===== src/rtl/cl_afu_pkg.sv =====
// Shared constants and FSM state type for the CL pre-AFU buffer unpacker.
package cl_afu_pkg;

  localparam int CL        = 512;
  localparam int CL_HEAD   = 16;
  localparam int ST_W      = 62;
  localparam int ST_PER_CL = 8;
  localparam int LANE_W    = $clog2(ST_PER_CL);

  typedef enum logic [2:0] {
    IDLE,
    FETCH,
    LOAD,
    EMIT,
    DONE
  } unpack_state_t;

endpackage


===== src/rtl/cl_unpack_afu.sv =====
// Reads one AFU frame from the CL buffer and streams its payload as 62-bit ST words.
// Optional completed-frame counter port frm_cnt is enabled by defining CL_UNPACK_CNT_EN.
module cl_unpack_afu
  import cl_afu_pkg::*;
#(
  parameter int w_NumOfST_in_AFUFrm = 16
) (
  input  logic                           clk,
  input  logic                           rst,
  input  logic                           ff_rd_ready,
  output logic                           ff_rdreq,
  input  logic [CL-1:0]                  ff_q,
  output logic                           ff_rd_finish,
  input  logic [w_NumOfST_in_AFUFrm-1:0] sb_len,
  output logic [ST_W-1:0]                source_data,
  output logic                           source_valid,
  input  logic                           source_ready,
  output logic                           source_sop,
  output logic                           source_eop,
  output logic [CL_HEAD-1:0]             source_head
`ifdef CL_UNPACK_CNT_EN
  ,
  output logic [31:0]                    frm_cnt
`endif
);

  localparam int PAY_W = CL - CL_HEAD;

  unpack_state_t                  r_state;
  unpack_state_t                  w_next;
  logic [w_NumOfST_in_AFUFrm-1:0] r_len;
  logic [w_NumOfST_in_AFUFrm-1:0] r_stCnt;
  logic [LANE_W-1:0]              r_lane;
  logic [LANE_W-1:0]              w_laneNext;
  logic [PAY_W-1:0]               r_payload;
  logic [PAY_W-1:0]               w_paySrc;
  logic                           w_xfer;
  logic                           w_lastSt;
  logic                           w_accept;

  assign w_xfer   = (r_state == EMIT) && source_ready;
  assign w_lastSt = ((r_stCnt + 1'b1) == r_len);
  assign w_accept = (r_state == IDLE) && ff_rd_ready && (sb_len != '0);

  always_comb begin
    w_next = r_state;
    case (r_state)
      IDLE: begin
        if (ff_rd_ready) begin
          w_next = (sb_len != '0) ? FETCH : DONE;
        end
      end
      FETCH: w_next = LOAD;
      LOAD:  w_next = EMIT;
      EMIT: begin
        if (w_xfer) begin
          if (w_lastSt) begin
            w_next = DONE;
          end else if (r_lane == LANE_W'(ST_PER_CL - 1)) begin
            w_next = FETCH;
          end
        end
      end
      DONE:    w_next = IDLE;
      default: w_next = IDLE;
    endcase
  end

  always_ff @(posedge clk or posedge rst) begin
    if (rst) begin
      r_state <= IDLE;
    end else begin
      r_state <= w_next;
    end
  end

  // The word for the next lane is preloaded so source_data stays a plain register.
  assign w_laneNext = (r_state == LOAD) ? '0 : r_lane + 1'b1;
  assign w_paySrc   = (r_state == LOAD) ? ff_q[PAY_W-1:0] : r_payload;

  always_ff @(posedge clk or posedge rst) begin
    if (rst) begin
      ff_rdreq     <= 1'b0;
      ff_rd_finish <= 1'b0;
      source_valid <= 1'b0;
      source_data  <= '0;
      source_head  <= '0;
      r_len        <= '0;
      r_stCnt      <= '0;
      r_lane       <= '0;
      r_payload    <= '0;
    end else begin
      ff_rdreq     <= (w_next == FETCH);
      ff_rd_finish <= (w_next == DONE);
      source_valid <= (w_next == EMIT);
      if (w_accept) begin
        r_len   <= sb_len;
        r_stCnt <= '0;
      end
      if (r_state == LOAD) begin
        r_payload   <= ff_q[PAY_W-1:0];
        source_head <= ff_q[CL-1:PAY_W];
        r_lane      <= '0;
      end
      if (w_xfer) begin
        r_stCnt <= r_stCnt + 1'b1;
        r_lane  <= r_lane + 1'b1;
      end
      if ((r_state == LOAD) || w_xfer) begin
        source_data <= w_paySrc[int'(w_laneNext) * ST_W +: ST_W];
      end
    end
  end

  assign source_sop = (r_state == EMIT) && (r_stCnt == '0);
  assign source_eop = (r_state == EMIT) && (r_stCnt == (r_len - 1'b1));

`ifdef CL_UNPACK_CNT_EN
  logic [31:0] r_frmCnt;

  always_ff @(posedge clk or posedge rst) begin
    if (rst) begin
      r_frmCnt <= '0;
    end else if (r_state == DONE) begin
      r_frmCnt <= r_frmCnt + 32'd1;
    end
  end

  assign frm_cnt = r_frmCnt;
`endif

endmodule


===== config.mk =====
export PLATFORM = sky130hd
export DESIGN_NAME = cl_unpack_afu
export DESIGN_NICKNAME = d
export VERILOG_FILES = /design/src/rtl/cl_afu_pkg.sv /design/src/rtl/cl_unpack_afu.sv
export SDC_FILE = /design/constraint.sdc
export NUM_CORES = 2
export LEC_CHECK = 0
export BUFFER_PORTS_ARGS = -buffer_cell sky130_fd_sc_hd__buf_2
export CAP_MARGIN = 20
export CORE_AREA = 2 2 311 313
export DETAILED_ROUTE_END_ITERATION = 8
export DIE_AREA = 0 0 313 315
export SLEW_MARGIN = 5
export SYNTH_ARGS = -nofsm -noshare
export SYNTH_HDL_FRONTEND = slang
export SYNTH_SLANG_ARGS = --single-unit

===== constraint.sdc =====
create_clock -name clk -period 40.3 [get_ports clk]
set_input_delay 0 -clock clk [delete_from_list [all_inputs] [get_ports clk]]
set_output_delay 0 -clock clk [all_outputs]
set_load 0.05 [all_outputs]

==> impl_results.md <==
* Post-CTS setup buffers at 0
* FFs w/ async S/R, synth at 100%
* Lkg Pwr at 19.8 nW
* Final Hold Fails at 0
* Setup tns final at 0 ps
* Synth top area share at 54.2%
* DP HPWL at 60.9 mm
* Rows at 114
* Power per cell area at 76.2 mW/mm2
* Setup slack at placement at 35960 ps
* Clk slew on worst S/H paths at 60 ps
* Final GP Congestion at 0.842
* Setup crit start: r_state[2]$_DFF_PP0_
* Total track usage at 19.6%
* Layout cell share with drive strength beyond 1 at 21.1%
* Mapped Nets at 3743
* Slew at the pin closest to its max-slew limit at 1040 ps
* Vias in the first global route at 27446
* Iter 0 DRT Violations at 2233
* GRT overflow at 0
* Via density at 4.80
* Min-delay worst type: in2async
* Worst EP required at 40840 ps
* Synth warn at 0
* Worst path slowest cell: buf_4
* FF-to-FF Start: r_state[2]$_DFF_PP0_
* Final Max Tran Viols at 0
* Final setup margin at 35880 ps
* Max_slew headroom at 30.4%
* CTS tree: yes
* Chip Width at 313 um
* WL/cell at 17.8 um
* Reg2Reg Depth at 7
* Top_reg_cell synth: dfrtp_1
* Drc violations at 0
* Area of the core at 0.0957 mm2
* Flops & latches, synth at 615
* CTS Sinks at 615
* Die Area at 0.0986 mm2
* Starting Density at 29.6%
* Most frequent cells after synthesis: 1607 x nand2_1, 615 x dfrtp_1, 187 x clkbuf_1
* CP max FO at 104
* Synth Instances at 3206
* Max IR drop VDD at 0.0592 mV
* Max cap viols at 0
* RSZ-0062 raised after global routing: no
* Synth area leaders: dfrtp_1 54%, nand2_1 21%, mux4_2 4.9%
* CP max stage delay at 900 ps
* Most frequent cell after synthesis: nand2_1
* Period utilization at 11.0%
* Routed via count at 26781
* Layout net count at 4775
* Root Buffer: clkbuf_16
* Synth area leader: dfrtp_1
* # port buffers at 614
* Final setup fails at 0
* Flop2flop setup slack at 35880 ps
* Worst path cell trace: nand2b_1 > nor2_4 > buf_4 > buf_4 > buf_4 > nand2_1 > o21ai_0
* Fillers at 9026
* Clk buf depth at 3
* Post-route ant nets at 0
* Initial antenna violation count at 11
* Skew final at 22.4 ps
* Worst path arrival time at 4960 ps
* Critical path startpoint category: flop
* Largest net degree at the start of global routing at 189
* Status: finished, final reports clean
* Fin util at 42.2%
* CP Capture Point: source_data[3]$_DFFE_PP0P_
* WS Path Type: reg2reg
* H-tree levels at 3
* Total CTS buffers at 74
* First-pass GRT wire length at 154 mm
* Worst-Skew Late Latency at 640 ps
* Final WL at 99.2 mm
* Post-synthesis average cell area at 8.85 um2
* Mapped Area at 0.0284 mm2
* Sequential element share of the synthesized area at 54.2%
* Worst Setup End Kind: flop
* Fmax achieved at 226 MHz
* Crit path top cell by count: buf_4
* Tmin final at 4420 ps
* Post-synth EDFFs at 0
* I/O pin count at 615
* RR Endpoint: source_data[3]$_DFFE_PP0P_
* Die H at 315 um
* Synth cell types at 57
* Area growth from synthesis to layout at 42.2%
* Pre-antenna DRT Iters at 6
stage by stage:
stage	power, mW	hold WS, ps	std cells	instance area, um2
floorplan	2.00	105	3206	28400
global placement	2.31	180	4907	32500
detailed placement	2.34	191	4907	32500
CTS	3.09	32.4	5570	40300
global route	3.29	70.4	5578	40400
finish	3.08	2.27	5579	40400
cell type report:
type / instances / area [um2] / area share (%)
flip-flops and latches: 615 / 15400 / 38.1
diodes: 9 / 22.5 / 0.0558
clock inverters: 29 / 362 / 0.896
multi-input cells: 2367 / 12200 / 30.1
inverters: 8 / 37.5 / 0.0930
clock buffers: 103 / 2140 / 5.31
well taps: 1276 / 1600 / 3.96
repair buffers: 1172 / 8640 / 21.4
state kept, by name (all words and copies together), names as in the netlist:
signal,flops
r_payload,496
source_data,62
r_len,16
r_stCnt,16
source_head,16
r_lane,3
r_state,3
ff_rd_finish,1
ff_rdreq,1
source_valid,1
worst min-delay path by stage:
| stage | slack, ps | from | to |
|---|---|---|---|
| after global routing | 70 | rst | r_payload[153]$_DFF_PP0_ |
| after global placement | 180 | rst | r_payload[153]$_DFF_PP0_ |
| final | 2 | rst | r_payload[153]$_DFF_PP0_ |
| after detailed placement | 190 | rst | r_payload[153]$_DFF_PP0_ |
| after floorplan | 110 | sb_len[10] | r_len[10]$_DFFE_PP0P_ |
| after CTS | 30 | ff_q[247] | r_payload[247]$_DFF_PP0_ |
per-layer routing:
metal	share of wire (%)	global-route usage, %	vias up
li1	-	-	12479
met1	43	25.8	12947
met2	46	30.6	1024
met3	5.3	3.37	329
met4	5.2	10.8	2
met5	0.016	0	-
worst max-delay path: cells and delay by family (launching register included):
kind	cells	cell delay, ps
AND/OR/NAND/NOR	3	970
AO/OA/AOI/OAI	1	120
flip-flops	1	400
buffers and inverters	3	2610
power breakdown:
part / total [mW] / switching [mW] / internal (mW) / leakage, nW
Clock: 0.691 / 0.278 / 0.412 / 1.24
Sequential: 1.11 / 0.188 / 0.924 / 7.34
Combinational: 1.27 / 0.760 / 0.514 / 11.3
cell families after synthesis:
family	share of synthesized area [%]
compound gates	6.40
buf+inv	3.10
fa+ha+maj	0.220
flops	54.2
simple gates	25.2
xor+xnor	1.14
mux	9.71
cells in the final DEF (no fill, tap or decap), drive strengths merged, types with 3 or more instances in the layout:
master and instances:
a211oi 64, a21oi 65, a31oi 65, and2 3
buf 641, bufinv 6, clkbuf 103, clkinv 17
dfrtp 615, diode 9, dlygate4sd3 531, ha 5
inv 13, mux2 63, mux2i 65, mux4 62
nand2 1607, nand2b 4, nand3 10, nand4 6
nor2 156, nor2b 3, nor3 8, nor3b 4
nor4 17, o21ai 84, or3 5, or4 3
xnor2 16, xor2 20
repair_timing:
action                                 in CTS  in global routing
resized for setup                           0                  0
hold buffers                              531                  0
endpoints found under the hold margin     705                  0
Note: power is estimated with default switching activity, not from simulation.
